`config.mk`:
```
export PLATFORM = sky130hd
export DESIGN_NAME = poly_voice_engine_flat
export DESIGN_NICKNAME = d
export VERILOG_FILES = /design/src/rtl/poly_voice_engine_pkg.sv /design/src/rtl/poly_voice_engine_if.sv /design/src/rtl/poly_voice_engine_voice_unit.sv /design/src/rtl/poly_voice_engine.sv /design/src/flat_wrapper.sv
export SDC_FILE = /design/constraint.sdc
export NUM_CORES = 1
export LEC_CHECK = 0
export CAP_MARGIN = 20
export CORE_UTILIZATION = 30
export CTS_CLUSTER_DIAMETER = 40
export DETAILED_ROUTE_END_ITERATION = 6
export GPL_TIMING_DRIVEN = 0
export HOLD_SLACK_MARGIN = 0.08
export PLACE_DENSITY_LB_ADDON = 0.1
export SYNTH_ARGS = -nofsm -noshare
export SYNTH_HDL_FRONTEND = slang
export SYNTH_SLANG_ARGS = --single-unit
export TNS_END_PERCENT = 30
```
`constraint.sdc`:
```
create_clock -name clk -period 8.9 [get_ports clk]
set_input_delay 1.78 -clock clk [delete_from_list [all_inputs] [get_ports clk]]
set_output_delay 1.78 -clock clk [all_outputs]
set_load 0.02 [all_outputs]
```
`src/rtl/poly_voice_engine_pkg.sv`:
```
// Shared types and key tuning table for the polyphonic voice engine.
package synth_pkg;

    typedef enum logic [1:0] {
        IDLE    = 2'd0,
        ATTACK  = 2'd1,
        SUSTAIN = 2'd2,
        RELEASE = 2'd3
    } voice_state_t;

    typedef enum logic [1:0] {
        WAVE_SAW      = 2'd0,
        WAVE_SQUARE   = 2'd1,
        WAVE_TRIANGLE = 2'd2,
        WAVE_INV_SAW  = 2'd3
    } wave_t;

    localparam int NUM_BASE_KEYS = 13;

    // Divider period per base key at octave shift 0, one saw step per period.
    localparam int KEY_PERIOD [NUM_BASE_KEYS] = '{90, 85, 80, 76, 71, 67, 63, 60, 57, 53, 50, 48, 45};

    // Keys beyond the base table reuse it one octave higher per wrap.
    function automatic int key_period(input int idx);
        return KEY_PERIOD[idx % NUM_BASE_KEYS] >> (idx / NUM_BASE_KEYS);
    endfunction

endpackage

```
`src/rtl/poly_voice_engine_if.sv`:
```
// Control/sample bus between the keypad front end and the voice engine.
interface poly_voice_engine_if #(
    parameter int NUM_KEYS   = 13,
    parameter int NUM_VOICES = 4,
    parameter int SAMPLE_W   = 8
);
    logic [NUM_KEYS-1:0]   keys;
    logic [1:0]            oct_sel;
    logic [1:0]            wave_sel;
    logic                  sample_tick;
    logic [SAMPLE_W-1:0]   mixed_sample;
    logic                  sample_valid;
    logic [NUM_VOICES-1:0] voice_active;

    modport master (
        output keys, oct_sel, wave_sel, sample_tick,
        input  mixed_sample, sample_valid, voice_active
    );

    modport slave (
        input  keys, oct_sel, wave_sel, sample_tick,
        output mixed_sample, sample_valid, voice_active
    );
endinterface

```
`src/rtl/poly_voice_engine_voice_unit.sv`:
```
// One voice: envelope state machine, divider oscillator, wave shaper, amplitude.
module voice_unit
    import synth_pkg::*;
#(
    parameter int NUM_KEYS = 13,
    parameter int SAMPLE_W = 8,
    parameter int DIV_W    = 12,
    parameter int ATK_STEP = 64,
    parameter int REL_STEP = 32,
    parameter int KEY_W    = (NUM_KEYS > 1) ? $clog2(NUM_KEYS) : 1
) (
    input  logic                clk,
    input  logic                nrst,
    input  logic                i_sample_tick,
    input  logic [1:0]          i_oct_sel,
    input  logic [1:0]          i_wave_sel,
    input  logic                i_start,
    input  logic                i_fresh,
    input  logic                i_release,
    input  logic [KEY_W-1:0]    i_key,
    output voice_state_t        o_state,
    output logic [KEY_W-1:0]    o_key,
    output logic [SAMPLE_W-1:0] o_amp
);

    localparam logic [SAMPLE_W-1:0] ENV_MAX = '1;
    localparam logic [SAMPLE_W:0]   ATK_INC = (SAMPLE_W+1)'(ATK_STEP);
    localparam logic [SAMPLE_W:0]   REL_DEC = (SAMPLE_W+1)'(REL_STEP);
    localparam logic [DIV_W-1:0]    DIV_ONE = DIV_W'(1);
    localparam logic [SAMPLE_W-1:0] SAW_ONE = SAMPLE_W'(1);

    voice_state_t          r_state, w_next_state;
    logic [SAMPLE_W-1:0]   r_env, w_next_env;
    logic [DIV_W-1:0]      r_div, w_next_div;
    logic [SAMPLE_W-1:0]   r_saw, w_next_saw;
    logic [KEY_W-1:0]      r_key, w_next_key;
    logic [DIV_W-1:0]      w_tc;
    logic [SAMPLE_W:0]     w_env_up;
    logic [SAMPLE_W-1:0]   w_saw_dbl;
    logic [SAMPLE_W-1:0]   w_wave;
    logic [2*SAMPLE_W-1:0] w_prod;

    assign w_tc      = DIV_W'(key_period(int'(r_key))) << i_oct_sel;
    assign w_env_up  = {1'b0, r_env} + ATK_INC;
    assign w_saw_dbl = {r_saw[SAMPLE_W-2:0], 1'b0};

    // Register the voice state, envelope, oscillator and owned key.
    always_ff @(posedge clk or negedge nrst) begin
        if (!nrst) begin
            r_state <= IDLE;
            r_env   <= '0;
            r_div   <= '0;
            r_saw   <= '0;
            r_key   <= '0;
        end else begin
            r_state <= w_next_state;
            r_env   <= w_next_env;
            r_div   <= w_next_div;
            r_saw   <= w_next_saw;
            r_key   <= w_next_key;
        end
    end

    // Next state: oscillator every clock, envelope on ticks, then note-off over allocation.
    always_comb begin
        w_next_state = r_state;
        w_next_env   = r_env;
        w_next_div   = r_div;
        w_next_saw   = r_saw;
        w_next_key   = r_key;

        if (r_state != IDLE) begin
            if (r_div >= w_tc - DIV_ONE) begin
                w_next_div = '0;
                w_next_saw = r_saw + SAW_ONE;
            end else begin
                w_next_div = r_div + DIV_ONE;
            end
        end

        if (i_sample_tick) begin
            case (r_state)
                ATTACK: begin
                    if (w_env_up >= {1'b0, ENV_MAX}) begin
                        w_next_env   = ENV_MAX;
                        w_next_state = SUSTAIN;
                    end else begin
                        w_next_env = w_env_up[SAMPLE_W-1:0];
                    end
                end
                RELEASE: begin
                    if ({1'b0, r_env} <= REL_DEC) begin
                        w_next_env   = '0;
                        w_next_state = IDLE;
                    end else begin
                        w_next_env = r_env - REL_DEC[SAMPLE_W-1:0];
                    end
                end
                default: ;
            endcase
        end

        if (i_release) begin
            w_next_state = RELEASE;
        end else if (i_start) begin
            w_next_state = ATTACK;
            w_next_key   = i_key;
            if (i_fresh) begin
                w_next_env = '0;
                w_next_div = '0;
                w_next_saw = '0;
            end
        end
    end

    // Shape the saw phase into the selected waveform.
    always_comb begin
        w_wave = r_saw;
        case (wave_t'(i_wave_sel))
            WAVE_SAW:      w_wave = r_saw;
            WAVE_SQUARE:   w_wave = r_saw[SAMPLE_W-1] ? '1 : '0;
            WAVE_TRIANGLE: w_wave = r_saw[SAMPLE_W-1] ? ~w_saw_dbl : w_saw_dbl;
            WAVE_INV_SAW:  w_wave = ~r_saw;
            default:       w_wave = r_saw;
        endcase
    end

    assign w_prod  = {{SAMPLE_W{1'b0}}, w_wave} * {{SAMPLE_W{1'b0}}, r_env};
    assign o_amp   = (r_state == IDLE) ? '0 : SAMPLE_W'(w_prod >> SAMPLE_W);
    assign o_state = r_state;
    assign o_key   = r_key;

endmodule

```
`src/rtl/poly_voice_engine.sv`:
```
// Polyphonic engine top: key edge detect, pending mask, voice allocator and mixer.
module poly_voice_engine
    import synth_pkg::*;
#(
    parameter int NUM_KEYS   = 13,
    parameter int NUM_VOICES = 4,
    parameter int SAMPLE_W   = 8,
    parameter int DIV_W      = 12,
    parameter int ATK_STEP   = 64,
    parameter int REL_STEP   = 32
) (
    input logic              clk,
    input logic              nrst,
    poly_voice_engine_if.slave bus
);

    localparam int KEY_W     = (NUM_KEYS > 1) ? $clog2(NUM_KEYS) : 1;
    localparam int VOICE_W   = (NUM_VOICES > 1) ? $clog2(NUM_VOICES) : 1;
    localparam int MIX_SHIFT = $clog2(NUM_VOICES);
    localparam int SUM_W     = SAMPLE_W + MIX_SHIFT;

    logic [NUM_KEYS-1:0]   r_key_prev, r_pending;
    logic [NUM_KEYS-1:0]   w_rise, w_fall, w_pend_eff, w_clr;
    logic [VOICE_W-1:0]    r_steal_ptr;
    logic [SAMPLE_W-1:0]   r_mixed;
    logic                  r_valid;

    voice_state_t          w_vstate [NUM_VOICES];
    logic [KEY_W-1:0]      w_vkey   [NUM_VOICES];
    logic [SAMPLE_W-1:0]   w_vamp   [NUM_VOICES];
    logic [NUM_VOICES-1:0] w_start, w_fresh, w_release, w_active;

    logic                  w_req_valid;
    logic [KEY_W-1:0]      w_req_key;
    logic                  w_own_hit, w_idle_hit, w_rel_hit;
    logic [VOICE_W-1:0]    w_own_idx, w_idle_idx, w_rel_idx, w_target;
    logic                  w_target_fresh, w_steal_adv;
    logic [SUM_W-1:0]      w_sum;

    assign w_rise     = bus.keys & ~r_key_prev;
    assign w_fall     = ~bus.keys & r_key_prev;
    assign w_pend_eff = r_pending & ~w_fall;

    // Key history, pending note-ons and the round-robin steal pointer.
    always_ff @(posedge clk or negedge nrst) begin
        if (!nrst) begin
            r_key_prev  <= '0;
            r_pending   <= '0;
            r_steal_ptr <= '0;
        end else begin
            r_key_prev <= bus.keys;
            r_pending  <= ((r_pending & ~w_clr) | w_rise) & ~w_fall;
            if (w_steal_adv) begin
                r_steal_ptr <= (r_steal_ptr == VOICE_W'(NUM_VOICES - 1)) ? '0
                                                                         : r_steal_ptr + VOICE_W'(1);
            end
        end
    end

    // Pick the lowest pending key and the voice it lands on: owner, idle, releasing, then steal.
    always_comb begin
        w_req_valid    = 1'b0;
        w_req_key      = '0;
        w_clr          = '0;
        w_own_hit      = 1'b0;
        w_own_idx      = '0;
        w_idle_hit     = 1'b0;
        w_idle_idx     = '0;
        w_rel_hit      = 1'b0;
        w_rel_idx      = '0;
        w_target       = r_steal_ptr;
        w_target_fresh = 1'b0;
        w_steal_adv    = 1'b0;
        w_start        = '0;
        w_fresh        = '0;

        for (int k = NUM_KEYS - 1; k >= 0; k--) begin
            if (w_pend_eff[k]) begin
                w_req_valid = 1'b1;
                w_req_key   = KEY_W'(k);
            end
        end

        for (int v = NUM_VOICES - 1; v >= 0; v--) begin
            if (w_vstate[v] != IDLE && w_vkey[v] == w_req_key) begin
                w_own_hit = 1'b1;
                w_own_idx = VOICE_W'(v);
            end
            if (w_vstate[v] == IDLE) begin
                w_idle_hit = 1'b1;
                w_idle_idx = VOICE_W'(v);
            end
            if (w_vstate[v] == RELEASE) begin
                w_rel_hit = 1'b1;
                w_rel_idx = VOICE_W'(v);
            end
        end

        if (w_own_hit) begin
            w_target = w_own_idx;
        end else if (w_idle_hit) begin
            w_target       = w_idle_idx;
            w_target_fresh = 1'b1;
        end else if (w_rel_hit) begin
            w_target = w_rel_idx;
        end else begin
            w_steal_adv = w_req_valid;
        end

        if (w_req_valid) begin
            w_clr[w_req_key]  = 1'b1;
            w_start[w_target] = 1'b1;
            w_fresh[w_target] = w_target_fresh;
        end
    end

    // Note-off for sounding voices whose key just went up, plus the active map.
    always_comb begin
        w_release = '0;
        w_active  = '0;
        for (int v = 0; v < NUM_VOICES; v++) begin
            w_release[v] = (w_vstate[v] == ATTACK || w_vstate[v] == SUSTAIN) && w_fall[w_vkey[v]];
            w_active[v]  = (w_vstate[v] != IDLE);
        end
    end

    for (genvar gv = 0; gv < NUM_VOICES; gv++) begin : g_voice
        voice_unit #(
            .NUM_KEYS (NUM_KEYS),
            .SAMPLE_W (SAMPLE_W),
            .DIV_W    (DIV_W),
            .ATK_STEP (ATK_STEP),
            .REL_STEP (REL_STEP),
            .KEY_W    (KEY_W)
        ) u_voice (
            .clk           (clk),
            .nrst          (nrst),
            .i_sample_tick (bus.sample_tick),
            .i_oct_sel     (bus.oct_sel),
            .i_wave_sel    (bus.wave_sel),
            .i_start       (w_start[gv]),
            .i_fresh       (w_fresh[gv]),
            .i_release     (w_release[gv]),
            .i_key         (w_req_key),
            .o_state       (w_vstate[gv]),
            .o_key         (w_vkey[gv]),
            .o_amp         (w_vamp[gv])
        );
    end

    // Sum every voice amplitude in a width that cannot overflow.
    always_comb begin
        w_sum = '0;
        for (int v = 0; v < NUM_VOICES; v++) begin
            w_sum = w_sum + SUM_W'(w_vamp[v]);
        end
    end

    // Capture the normalised mix on each sample tick and flag it one cycle later.
    always_ff @(posedge clk or negedge nrst) begin
        if (!nrst) begin
            r_mixed <= '0;
            r_valid <= 1'b0;
        end else begin
            r_valid <= bus.sample_tick;
            if (bus.sample_tick) begin
                r_mixed <= SAMPLE_W'(w_sum >> MIX_SHIFT);
            end
        end
    end

    assign bus.mixed_sample = r_mixed;
    assign bus.sample_valid = r_valid;
    assign bus.voice_active = w_active;

endmodule
```
`src/flat_wrapper.sv`:
```
// flat-port wrapper written by rule: the top's interface ports become plain ports
module poly_voice_engine_flat import synth_pkg::*;
#(
    parameter int NUM_KEYS   = 13,
    parameter int NUM_VOICES = 4,
    parameter int SAMPLE_W   = 8,
    parameter int DIV_W      = 12,
    parameter int ATK_STEP   = 64,
    parameter int REL_STEP   = 32
)
  (clk, nrst, bus_keys, bus_oct_sel, bus_wave_sel, bus_sample_tick, bus_mixed_sample, bus_sample_valid, bus_voice_active);
  poly_voice_engine_if #(.NUM_KEYS(NUM_KEYS), .NUM_VOICES(NUM_VOICES), .SAMPLE_W(SAMPLE_W)) bus_i ();
  input logic clk;
  input logic nrst;
  input wire logic [$bits(bus_i.keys)-1:0] bus_keys;
  input wire logic [$bits(bus_i.oct_sel)-1:0] bus_oct_sel;
  input wire logic [$bits(bus_i.wave_sel)-1:0] bus_wave_sel;
  input wire logic [$bits(bus_i.sample_tick)-1:0] bus_sample_tick;
  output wire logic [$bits(bus_i.mixed_sample)-1:0] bus_mixed_sample;
  output wire logic [$bits(bus_i.sample_valid)-1:0] bus_sample_valid;
  output wire logic [$bits(bus_i.voice_active)-1:0] bus_voice_active;
  assign bus_i.keys = bus_keys;
  assign bus_i.oct_sel = bus_oct_sel;
  assign bus_i.wave_sel = bus_wave_sel;
  assign bus_i.sample_tick = bus_sample_tick;
  assign bus_mixed_sample = bus_i.mixed_sample;
  assign bus_sample_valid = bus_i.sample_valid;
  assign bus_voice_active = bus_i.voice_active;
  poly_voice_engine #(.NUM_KEYS(NUM_KEYS), .NUM_VOICES(NUM_VOICES), .SAMPLE_W(SAMPLE_W), .DIV_W(DIV_W), .ATK_STEP(ATK_STEP), .REL_STEP(REL_STEP)) u_core (.clk(clk), .nrst(nrst), .bus(bus_i));
endmodule
```
=== Word-level counts from Yosys, hierarchy flattened ===
Memories as Yosys holds them, arrays and structs flattened.
Index checks and enable logic that the tools add are counted.

* Mux-type cells: 190
* Div/mod/pow operators: 8
* Shift-type cells: 8
* Multiply operators: 4
* Equal/unequal tests: 28
* Reductions and logical operators: 39
* Add/sub/neg operators: 24
* Bitwise logic cells: 27
* Order comparisons: 24

{| class="wikitable"
|+ Operators by type and width
! operator !! number
|-
| 8-bit 2-to-1 mux || 56
|-
| 32-bit 2-to-1 mux || 8
|-
| 12-bit 2-to-1 mux || 20
|-
| 5-bit by 5-bit divider with 32-bit output (second input constant) || 4
|-
| 32-bit by 5-bit greater-or-equal comparator with 1-bit output (second input constant) || 4
|-
| 5-bit by 5-bit modulo with 32-bit output (second input constant) || 4
|-
| 32-bit NOT || 4
|-
| 8-bit case mux with 4 select lines || 4
|-
| 32-bit by 32-bit right shift with 12-bit output || 4
|-
| 2-bit 2-to-1 mux || 36
|-
| 13-bit bitwise AND || 5
|-
| 8-bit by 8-bit multiplier with 16-bit output || 4
|-
| 8-bit NOT || 8
|-
| 8-bit case mux with 2 select lines || 4
|-
| 4-bit 2-to-1 mux || 15
|-
| 13-bit NOT || 4
|-
| 12-bit by 1-bit adder with 12-bit output (second input constant) || 4
|-
| 12-bit greater-or-equal comparator || 4
|-
| 12-bit by 2-bit left shift with 12-bit output || 4
|-
| 12-bit by 1-bit subtractor with 12-bit output (second input constant) || 4
|-
| 8-bit by 7-bit adder with 9-bit output (second input constant) || 4
|-
| 9-bit by 8-bit greater-or-equal comparator with 1-bit output (second input constant) || 4
|-
| 1-bit 2-to-1 mux || 36
|-
| 8-bit by 1-bit adder with 8-bit output (second input constant) || 4
|-
| 29 further kinds || 104
|}

* Bits in writable memories: 0
* Bits in read-only memories: 2,048
* Latch bits: 0
* Bits in registers: 173
* Memories kept: 4

{| class="wikitable"
|+ Memory list
! memory !! words !! bits a word !! rd ports !! clocked after memory_dff !! wr ports !! RTL line !! text
|-
| (no name shown) || 16 || 32 || 1 || 0 || 0 || poly_voice_engine_pkg.sv:25 || <nowiki>return KEY_PERIOD[idx % NUM_BASE_KEYS] >> (idx / NUM_BASE_KEYS);</nowiki>
|-
| (no name shown) || 16 || 32 || 1 || 0 || 0 || poly_voice_engine_pkg.sv:25 ||
|-
| (no name shown) || 16 || 32 || 1 || 0 || 0 || poly_voice_engine_pkg.sv:25 ||
|-
| (no name shown) || 16 || 32 || 1 || 0 || 0 || poly_voice_engine_pkg.sv:25 ||
|}

=== Longest topological paths before layout ===
Gate-level depths: netlist of run 1.

* Depth after elaboration: 33
* Mapped depth: 38

=== Cells and area by module ===
From an unflattened synthesis of run 1, not the netlist that was laid out.

* Cells, all modules: 3,058
* Area total of the unflattened synthesis: 25,259.2 µm²

{| class="wikitable"
|+ By module, submodules not included
! module !! cells an instance !! area each (µm²) !! instances !! sequential area each (µm²)
|-
| voice_unit (u_core.g_voice[3].u_voice) || 693 || 5,587.9 || 1 || 850.8
|-
| voice_unit (u_core.g_voice[0].u_voice) || 671 || 5,456.5 || 1 || 850.8
|-
| voice_unit (u_core.g_voice[1].u_voice) || 687 || 5,413.9 || 1 || 850.8
|-
| voice_unit (u_core.g_voice[2].u_voice) || 661 || 5,308.8 || 1 || 850.8
|-
| poly_voice_engine || 346 || 3,492.1 || 1 || 925.9
|}

=== Worst setup path after synthesis of run 1 ===
OpenSTA, ideal clock, no wires.

* Path kind: in2reg
* Start point: in bus_wave_sel[1]
* End point: reg u_core.r_mixed[6] (netlist: u_core.bus.mixed_sample[6])
* Arrival: 9.625 ns
* Buffers on the path: 4
* Setup slack: -0.850 ns
* Stages: 38
* Cell sequence: clkbuf_1 clkbuf_1 clkbuf_1 buf_1 a21oi_1 o22ai_1 nor2_1 and2_1 fa_1 inv_1 fa_1 fa_1 inv_1 fa_1 ha_1 nand4b_1 nor2_1 a311o_1 (+2 left out) nor2_1 xnor2_1 nor2_1 ha_1 a21o_1 a21oi_1 o21bai_1 a21oi_1 o21bai_1 a21oi_1 xor2_1 fa_1 inv_1 ha_1 inv_1 o41ai_1 xor2_1 mux2_2

* Word-level cells in the longest chain between the ends: 7
* Elaborated cells on any way between the ends: 19
* Those cells by class: 3 x add/sub; 4 x mul; 3 x eq/ne; 8 x mux; 1 x reduce/logical

{| class="wikitable"
|+ Ends and longest elaborated chain
! what !! RTL line !! text
|-
| from (decl) || flat_wrapper.sv:17 || <nowiki>input wire logic [$bits(bus_i.wave_sel)-1:0] bus_wave_sel;</nowiki>
|-
| 2-bit == test (tied with other cells) || poly_voice_engine_voice_unit.sv:119 || <nowiki>case (wave_t'(i_wave_sel))</nowiki>
|-
| 8-bit case mux with 4 select lines || poly_voice_engine_voice_unit.sv:119 ||
|-
| 8-bit by 8-bit multiplier with 16-bit output || poly_voice_engine_voice_unit.sv:128 || <nowiki>assign w_prod = {{SAMPLE_W{1'b0}}, w_wave} * {{SAMPLE_W{1'b0}}, r_env};</nowiki>
|-
| 8-bit 2-to-1 mux || poly_voice_engine_voice_unit.sv:129 || <nowiki>assign o_amp = (r_state == IDLE) ? '0 : SAMPLE_W'(w_prod >> SAMPLE_W);</nowiki>
|-
| 8-bit by 8-bit adder with 9-bit output || poly_voice_engine.sv:155 || <nowiki>w_sum = w_sum + SUM_W'(w_vamp[v]);</nowiki>
|-
| 10-bit by 8-bit adder with 10-bit output || poly_voice_engine.sv:155 ||
|-
| 10-bit by 8-bit adder with 10-bit output (*) || poly_voice_engine.sv:155 ||
|-
| to (signal assigned) || poly_voice_engine.sv:167 || <nowiki>r_mixed <= SAMPLE_W'(w_sum >> MIX_SHIFT);</nowiki>
|-
| to (decl) || poly_voice_engine.sv:25 || <nowiki>logic [SAMPLE_W-1:0] r_mixed;</nowiki>
|}

Every way passes the cells marked *; elsewhere a longest branch is shown, timed or not.
A chain may end at the register's enable or synchronous reset.

=== Worst setup path in the final report of run 1 ===
* Start point: in bus_wave_sel[1]
* End point: reg u_core.r_mixed[7] (netlist: u_core.bus.mixed_sample[7])

The elaborated chain is that of the path after synthesis.

==> results of run 1 <==
[flip-flops by register name (all words and copies together), names as in the netlist]
register / flops
u_core.r_pending: 13
u_core.g_voice.u_voice.r_env: 32
u_core.r_steal_ptr: 2
u_core.bus.sample_valid: 1
u_core.r_key_prev: 13
u_core.g_voice.u_voice.r_saw: 32
u_core.bus.mixed_sample: 8
u_core.g_voice.u_voice.o_state: 8
u_core.g_voice.u_voice.o_key: 16
u_core.g_voice.u_voice.r_div: 48
[area by class of cell]
class | instances | share of cell area
inverters | 290 | 0.0404
clock inverters | 14 | 0.00729
multi-input cells | 2215 | 0.669
plain buffers | 131 | 0.0275
repair buffers | 91 | 0.0312
clock buffers | 18 | 0.0159
well taps | 1040 | 0.0483
flip-flops and latches | 173 | 0.161
[layer usage]
layer / routed length (um) / vias to the layer above
met5: 0 / -
met4: 2300 / 0
met3: 1950 / 99
met2: 33200 / 297
met1: 32900 / 9778
li1: - / 9821
[synth_stat cells (all sizes together), types with 77 or more instances]
cell type,n
a21oi,162
and2,134
clkbuf,107
dfrtp,173
fa,149
ha,269
inv,285
nand2,269
nand3,77
nor2,186
nor3,112
o21ai,120
xnor2,106
[cell families after synthesis]
kind of cell | share of synthesized area
AO/OA/AOI/OAI | 0.160
XOR/XNOR | 0.0618
adder cells (fa/ha/maj) | 0.274
buffers and inverters | 0.0700
flip-flops | 0.185
multiplexers | 0.0380
other | 0.000160
AND/OR/NAND/NOR | 0.211
[path summary, 6_finish.rpt]
check                      cells after the start                               start  slack, ns                            endpoint
max                                           34                     bus_wave_sel[1]      -0.11          u_core.bus.mixed_sample[7]
min                                            1                u_core.r_key_prev[1]       0.46                 u_core.r_pending[1]
max reg2reg                                   34  u_core.g_voice[0].u_voice.r_saw[7]       0.57          u_core.bus.mixed_sample[7]
min reg2reg                                    1                u_core.r_key_prev[1]       0.46                 u_core.r_pending[1]
max in group asynchronous                      2                                nrst       6.68  u_core.g_voice[1].u_voice.r_env[1]
min in group asynchronous                      1                                nrst       1.28  u_core.g_voice[3].u_voice.r_div[7]
[repair_timing]
item / in CTS / in global routing
gates cloned: 3 / 0
endpoints found under the setup margin: 8 / 5
hold buffers: 0 / 0
setup buffers: 48 / 4
resized for setup: 118 / 18
hold endpoints to repair: 0 / 0
pin swaps: 71 / 11
[metrics by stage]
stage / cell area, um^2 / worst slack (ns)
final: 27000 / -0.109
after global routing: 27000 / -0.391
after CTS: 26800 / -0.0985
after detailed placement: 25300 / -2.60
after global placement: 25200 / -2.53
after floorplan: 23600 / 0.0147
[power by group]
part	internal, mW	switching, mW	total, mW
clock	0.431	0.401	0.832
combinational	3.15	4.26	7.40
sequential	1.05	0.238	1.29
total	4.63	4.90	9.53
[cells in the final DEF, fill, tap and decap left out, types with 12 or more instances in the layout]
master           instances
inv_1                  281
nand2_1                268
ha_1                   264
nor2_1                 173
dfrtp_1                173
fa_1                   145
a21oi_1                133
and2_1                 123
xnor2_1                105
o21ai_0                102
nor3_1                 100
clkbuf_1                94
nand3_1                 76
xor2_1                  57
buf_4                   53
nor2b_1                 43
a21o_1                  40
and3_1                  35
nand2b_1                34
nand4_1                 30
clkdlybuf4s50_1         28
mux2i_1                 26
o21a_1                  25
mux2_2                  25
clkbuf_16               23
a211oi_1                23
a21oi_2                 22
a31oi_1                 21
o211ai_1                18
mux4_2                  14
o31ai_1                 13
or3_1                   13
a22oi_1                 12
[critical path: cells and delay by family]
kind | cells | cell delay (ns)
AO/OA/AOI/OAI | 11 | 1.59
XOR/XNOR | 1 | 0.18
adder cells (fa/ha/maj) | 9 | 4.07
buffers and inverters | 8 | 1.13
AND/OR/NAND/NOR | 5 | 0.56
==> metrics.txt, run 1 <==
Leak Pwr=about 13 nW; Primary FF master, synth=dfrtp_1; Netlist cell types=92; Post-synth EDFFs=0; Setup Skew=0.0156 ns; First DRT Iteration DRCs=roughly 1000; worst vdd ir=around 0.3 mV; global-route wire length before repair=around 110000 um; CTS clk-pin slew, worst paths=around 0.080 ns; remaining global-route overflow=0; NumNets Final=~3400; Finished Core Util=0.349; number of hold violations in the final report=0; CTS root buffer=clkbuf_16; vias in the first global route=20300; io pins=33; Die Area=approximately 80000 um^2; GR Util All Layers=0.182; core area=about 77000 um^2; Vias=approximately 20000; clk_lat worst skew=approximately 0.5 ns; FILL cells=between 8000 and 9000; max-slew violations=0; failing checks=negative setup slack; wire per inst=approximately 18 um; relative slew slack=0.265; Num CTS Buffers=17; met1 Resource Use GR=0.237; final period utilization=1.01; worst-margin pin slew=1.10 ns; Row Count=roughly 100; setup TNS=-0.448 ns; share of layout cells above drive strength 1=0.105; synth warn=0; Post-Place Cells=between 3000 and 4000; GR peak layer=met2; status=complete, but fails checks; CTS Buffer Depth=2; antenna violations before repair=0; ANT nets after route=0; Die W=281 um; most frequent cell on the critical path=fa_1; wirelength, routed=70300 um; crit path launch type=input pin; Synth Register Bits=approximately 170; Final WS setup=-0.109 ns; upper clock frequency limit=0.111 GHz; cells after synthesis=between 2000 and 3000; Arr. time, crit path=about 9.4 ns; slowest stage delay, CP=about 0.6 ns; endpoints failing setup=5; P per Cell Area=around 350 nW/um^2; Final Total Pwr=9.53 mW; largest cells by area after synthesis=dfrtp_1 19%, ha_1 14%, fa_1 13%, inv_1 4.6%, nand2_1 4.3%; CTS H-tree depth=4; largest net degree at the start of global routing=88; dpl hpwl=55600 um; WHS=0.465 ns; IO buf count=31; crit-path max FO=8; WP data required=9.24 ns; register area=around 4300 um^2; Sink Count=173; DRT Pass-1 Iters=5; area occupied by multi-input gates=approximately 18000 um^2; CTS tree=built; met2 global-route usage=0.307; Crit Path Class=in -> reg; Tmin final=between 9 and 10 ns; DR vias/cell=between 5 and 6; slowest CP cell=fa_2; post-synth top area cell=dfrtp_1; HP Class=reg -> reg; Setup crit end kind=flop; sequential cell area fraction in the yosys report=0.185; post-synthesis area per instance=approximately 8.3 um^2; diodes inserted=0; synthesized area=between 20000 and 25000 um^2; area delta synth->final=15.2%; fin cells=a little under 4000; Max-Cap Viols=0; top cell type's share of synthesized area=0.185; initial core utilization=0.303; Residual DRC=0; die height=~280 um; RSZ-0062 raised after global routing=true; async set or reset register ratio after synthesis=1.00; GPL Wtd Cong=between 0.8 and 0.9; routing usage on met3=0.0263
Note: power is estimated with default switching activity, not from simulation.
==> inputs of run 2 (changes only) <==
--- a/config.mk
+++ b/config.mk
@@ -10,4 +10,5 @@
 export CTS_CLUSTER_DIAMETER = 40
 export DETAILED_ROUTE_END_ITERATION = 6
+export DONT_BUFFER_PORTS = 1
 export GPL_TIMING_DRIVEN = 0
 export HOLD_SLACK_MARGIN = 0.08
==> constraint.sdc (replaced) <==
create_clock -name clk -period 9.5 [get_ports clk]
set_input_delay 1.9 -clock clk [delete_from_list [all_inputs] [get_ports clk]]
set_output_delay 1.9 -clock clk [all_outputs]
set_load 0.005 [all_outputs]
==> run 2 against run 1 <==
Net effect: the flow now finishes without violations; critical endpoint is now u_core.bus.mixed_sample[6]; highest routed layer unchanged; clock skew rose by 0.0039 ns; final cell count decreased by 1.7%; first-iteration DRC count is 0.77% higher; largest cell class unchanged; flip-flop and latch count stayed put; via count decreased by 1.1%.
==> metrics.txt, run 2 (same netlist as run 1, synthesis figures left out) <==
Die Area=79100 um^2 (unchanged); P per Cell Area=334 nW/um^2 (-5.5%); worst vdd ir=0.313 mV (+2.4%); P_sw=4.51 mW (-7.8%); DR vias/cell=5.06 (+0.57%); First DRT Iteration DRCs=1044 (+0.77%); IO buf count=0 (-100%); Pint=4.16 mW (-10%); CTS tree=built; GR Util All Layers=0.180 (-0.00275); slowest stage delay, CP=0.55 ns (-0.06 ns); endpoints failing setup=0 (-5); cell area after placement=24800 um^2 (-2.2%); NumNets Final=3290 (-2.0%); final period utilization=0.968; upper clock frequency limit=between 0.1 and 0.15 GHz; Row Count=102 (unchanged); DR WL met3=1530 um (-21%); Arr. time, crit path=9.58 ns (+0.23 ns); CTS root buffer=clkbuf_16; CTS Hold Bufs=0 (unchanged); clock share of power=0.086 (about the same); share of layout cells above drive strength 1=0.0827 (-0.0220); CTS clk-pin slew, worst paths=0.08 ns (about the same); area delta synth->final=10.9%; met2 wire len=33400 um (+0.74%); area occupied by multi-input gates=17800 um^2 (-1.0%); wirelength, routed=69500 um (-1.2%); global-route wire length before repair=112000 um (-0.83%); Biggest register=u_core.g_voice.u_voice.r_div; FILL cells=8218 (+0.58%); core area=77300 um^2 (unchanged); setup TNS=0 ns (+0.448 ns); crit path launch type=input pin; GPL Wtd Cong=0.859 (+3.0%); Sink Count=173 (unchanged); Setup crit end kind=flop; status=finished, final reports clean; register area=4330 um^2 (unchanged); CTS H-tree depth=4 (unchanged); Tmin final=9.19 ns; combinational share of power=0.775 (-0.002); largest net degree at the start of global routing=174 (+98%); relative slew slack=0.218 (-0.0470); WP data required=9.89 ns (+0.65 ns); M1 WL=32700 um (-0.44%); clk_lat worst skew=0.50 ns (about the same); diodes inserted=0 (unchanged); Finished Cell Area=26000 um^2 (-3.7%); dpl hpwl=55100 um (-0.90%); ANT nets after route=0 (unchanged); Flop pwr share=0.140 (+0.005); Die W=281 um (unchanged); vias in the first global route=20400 (+0.56%); Residual DRC=0 (unchanged); Vias=19800 (-1.1%); Num CTS Buffers=17 (unchanged); crit-path max FO=10 (+2); Switching Share=0.520 (+0.00667); uppermost routed layer=met4; commonest non-fill, non-tap cell in the layout=inv_1; Top Registers=u_core.g_voice.u_voice.r_div: 48 flops, u_core.g_voice.u_voice.r_env: 32 flops, u_core.g_voice.u_voice.r_saw: 32 flops; Crit Path Class=in -> reg; DRT Pass-1 Iters=5 (unchanged); max-slew violations=0 (unchanged); Setup Skew=0.0195 ns (+0.00386 ns); RSZ-0062 raised after global routing=true; commonest non-fill, non-tap cells in the layout=284 x inv_1, 268 x nand2_1, 267 x ha_1; slowest CP cell=fa_1; Max-Cap Viols=0 (unchanged); most frequent cell on the critical path=fa_1; number of hold violations in the final report=0 (unchanged); io pins=33 (unchanged); antenna violations before repair=1 (+1); wire per inst=17.8 um (+0.52%); worst-margin pin slew=1.16 ns (+0.0558 ns); Leak Pwr=12.1 nW (-3.3%); die height=281 um (unchanged); CTS Buffer Depth=2 (unchanged); max reg flops=48 (unchanged); Final Total Pwr=8.67 mW (-9.0%); remaining global-route overflow=0 (unchanged); HP Class=reg -> reg; initial core utilization=0.303 (unchanged)
-- run 2: metal layers --
metal	GRT usage	vias up
met5	0	-
met4	0.0603	0
met3	0.0190	73
met2	0.311	303
met1	0.231	9712
li1	-	9681
-- run 2: through the flow --
step                      hold slack [ns]  utilization  worst slack, ns  instances
final                               0.462        0.336            0.306       3905
after global routing                0.489        0.336          -0.0210       3905
after CTS                           0.463        0.331          0.00105       3888
after detailed placement            0.450        0.320            -1.76       3853
after global placement              0.440        0.320            -1.76       3851
after floorplan                     0.428            -           0.0244       2811
-- run 2: cell type report --
cell class / count / share of cell area
repair buffers: 23 / 0.00651
flip-flops and latches: 173 / 0.167
multi-input cells: 2215 / 0.687
plain buffers: 132 / 0.0246
well taps: 1040 / 0.0501
clock buffers: 18 / 0.0169
inverters: 290 / 0.0419
clock inverters: 14 / 0.00583
-- run 2: power by group through the flow --
stage	clock network (mW)	registers, mW	logic [mW]
2_1_floorplan	0	1.16	4.93
3_3_place_gp	0	1.22	6.35
3_5_place_dp	0	1.23	6.42
4_1_cts	0.781	1.21	6.57
5_1_grt	0.801	1.25	7.62
6_report	0.743	1.21	6.72
-- run 2: timing repair --
item,CTS,global route
gates resized for setup,62,58
pin swaps,5,31
endpoints found under the setup margin,8,5
setup buffers,3,18
-- run 2: critical path: cells and delay by family --
| family | cells | cell delay [ns] |
|---|---|---|
| compound gates | 10 | 1.99 |
| buf+inv | 5 | 0.78 |
| mux | 1 | 0.27 |
| fa+ha+maj | 8 | 3.21 |
| xor+xnor | 3 | 0.38 |
| simple gates | 7 | 1.02 |
-- run 2: path summary, 6_finish.rpt --
| path | startpoint | to | slack (ns) | cells past startpoint |
|---|---|---|---|---|
| max in group asynchronous | nrst | u_core.g_voice[1].u_voice.r_saw[5] | 8.07 | 0 |
| min | u_core.r_key_prev[1] | u_core.r_pending[1] | 0.46 | 1 |
| min reg2reg | u_core.r_key_prev[1] | u_core.r_pending[1] | 0.46 | 1 |
| min in group asynchronous | nrst | u_core.g_voice[3].u_voice.o_key[3] | 1.09 | 0 |
| max reg2reg | u_core.g_voice[0].u_voice.r_saw[7] | u_core.bus.mixed_sample[6] | 1.07 | 33 |
| max | bus_wave_sel[0] | u_core.bus.mixed_sample[6] | 0.31 | 34 |
==> inputs of run 3 (changes only) <==
Settings changed: SKIP_LAST_GASP set to 1.
==> run 3 against run 2 <==
Net effect: register-to-register slack is essentially flat; setup slack is the same; flip-flop and latch count unchanged; critical path type unchanged; largest power group unchanged; critical endpoint unchanged; via count stayed put.
==> metrics.txt, run 3 (same netlist as run 1, synthesis figures left out) <==
Biggest register=u_core.g_voice.u_voice.r_div; Tmin final=9.19 ns (unchanged); area occupied by multi-input gates=17800 um^2 (unchanged); dpl hpwl=55100 um (unchanged); largest net degree at the start of global routing=174 (unchanged); Finished Cell Area=26000 um^2 (unchanged); Vias=19800 (unchanged); DRT Pass-1 Iters=5 (unchanged); CTS root buffer=clkbuf_16; FILL cells=8218 (unchanged); CTS Hold Bufs=0 (unchanged); Leak Pwr=12.1 nW (about the same); vias in the first global route=20400 (unchanged); Die W=281 um (unchanged); Die Area=79100 um^2 (unchanged); area delta synth->final=10.9% (unchanged); crit-path max FO=10 (unchanged); commonest non-fill, non-tap cell in the layout=inv_1; global-route wire length before repair=112000 um (unchanged); upper clock frequency limit=0.109 GHz (unchanged); IO buf count=0 (unchanged); WP data required=9.89 ns (about the same); RSZ-0062 raised after global routing=true; HP Class=reg -> reg; antenna violations before repair=1 (unchanged); hold depth=1 (unchanged); most frequent cell on the critical path=fa_1; Post-Place Cells=3853 (unchanged); GR Util All Layers=0.180 (unchanged); cell area after placement=24800 um^2 (unchanged); io pins=33 (unchanged); final period utilization=0.968 (unchanged); die height=281 um (unchanged); Setup Skew=0.0195 ns (unchanged); worst vdd ir=0.313 mV (unchanged); wirelength, routed=69500 um (about the same); clk_lat worst skew=0.50 ns (about the same); core area=77300 um^2 (unchanged); diodes inserted=0 (unchanged); wire per inst=17.8 um (about the same); Row Count=102 (unchanged); slowest CP cell=fa_1; endpoints failing setup=0 (unchanged); ANT nets after route=0 (unchanged); register area=4330 um^2 (unchanged); number of hold violations in the final report=0 (unchanged); GPL Wtd Cong=0.859 (unchanged); worst-margin pin slew=1.16 ns (unchanged); status=finished, final reports clean; fin cells=3905 (unchanged); CTS Buffer Depth=2 (unchanged); Worst R2R Path Depth=33 (unchanged); CTS tree=built; CTS clk-pin slew, worst paths=0.08 ns (about the same); commonest non-fill, non-tap cells in the layout=284 x inv_1, 268 x nand2_1, 267 x ha_1; NumNets Final=3290 (unchanged); Final WS setup=0.306 ns (unchanged); crit path launch type=input pin; remaining global-route overflow=0 (unchanged); relative slew slack=0.218 (unchanged); pre-CTS WS=-1.76 ns (unchanged); P per Cell Area=334 nW/um^2 (about the same); Final Total Pwr=8.67 mW (about the same); Residual DRC=0 (unchanged); max-slew violations=0 (unchanged); DR vias/cell=5.06 (unchanged); First DRT Iteration DRCs=1047 (+0.29%); CTS H-tree depth=4 (unchanged); Max-Cap Viols=0 (unchanged); share of layout cells above drive strength 1=0.0827 (unchanged); Num CTS Buffers=17 (unchanged); Finished Core Util=0.336 (unchanged); Setup crit end kind=flop; Sink Count=173 (unchanged); initial core utilization=0.303 (unchanged); max reg flops=48 (unchanged); Top Registers=u_core.g_voice.u_voice.r_div: 48 flops, u_core.g_voice.u_voice.r_env: 32 flops, u_core.g_voice.u_voice.r_saw: 32 flops; slowest stage delay, CP=0.55 ns (about the same); Crit Path Class=in -> reg; Arr. time, crit path=9.58 ns (about the same)
==> run 3: cell counts in the layout (fill, tap and decap cells not counted) <==
No cell type changed its count.
==> run 3: stage by stage <==
stage / hold slack, ns / TNS, ns
after floorplan: 0.428 / 0
after global placement: 0.440 / -10.87
after detailed placement: 0.450 / -10.94
after CTS: 0.463 / 0
after global routing: 0.489 / -0.0623
final: 0.462 / 0
==> run 3: final cells by class <==
class | instances | share of cell area
Multi-Input combinational cell | 2215 | 0.687
Sequential cell | 173 | 0.167
Tap cell | 1040 | 0.0501
Inverter | 290 | 0.0419
Buffer | 132 | 0.0246
Clock buffer | 18 | 0.0169
Timing Repair Buffer | 23 | 0.00651
Clock inverter | 14 | 0.00583
==> run 3: where the power goes <==
part,switching [mW],internal [mW]
clock network,0.386,0.357
registers,0.224,0.986
logic,3.90,2.82
total,4.51,4.16
==> run 3: timing repair <==
action	4_1_cts	5_1_grt
resized for setup	62	57
endpoints found under the setup margin	8	5
setup buffers	3	18
pin swaps	5	31
==> run 3: worst paths after layout <==
check,start,slack (ns),endpoint
setup / recovery,bus_wave_sel[0],0.31,u_core.bus.mixed_sample[6]
hold / removal,u_core.r_key_prev[1],0.46,u_core.r_pending[1]
setup reg to reg,u_core.g_voice[0].u_voice.r_saw[7],1.07,u_core.bus.mixed_sample[6]
hold reg to reg,u_core.r_key_prev[1],0.46,u_core.r_pending[1]
max in group asynchronous,nrst,8.07,u_core.g_voice[1].u_voice.r_saw[5]
min in group asynchronous,nrst,1.09,u_core.g_voice[3].u_voice.o_key[3]
==> run 3: layer usage <==
metal,wire length (um),vias up,track usage
li1,-,9681,-
met3,1530,73,0.0190
met2,33400,303,0.311
met4,1790,0,0.0603
met5,0,-,0
met1,32700,9712,0.231
==> run 3: critical path: cells and delay by family <==
family	cells	cell delay, ns
multiplexers	1	0.27
XOR/XNOR	3	0.38
adder cells (fa/ha/maj)	8	3.21
AND/OR/NAND/NOR	7	1.02
AO/OA/AOI/OAI	10	1.99
buffers and inverters	5	0.78
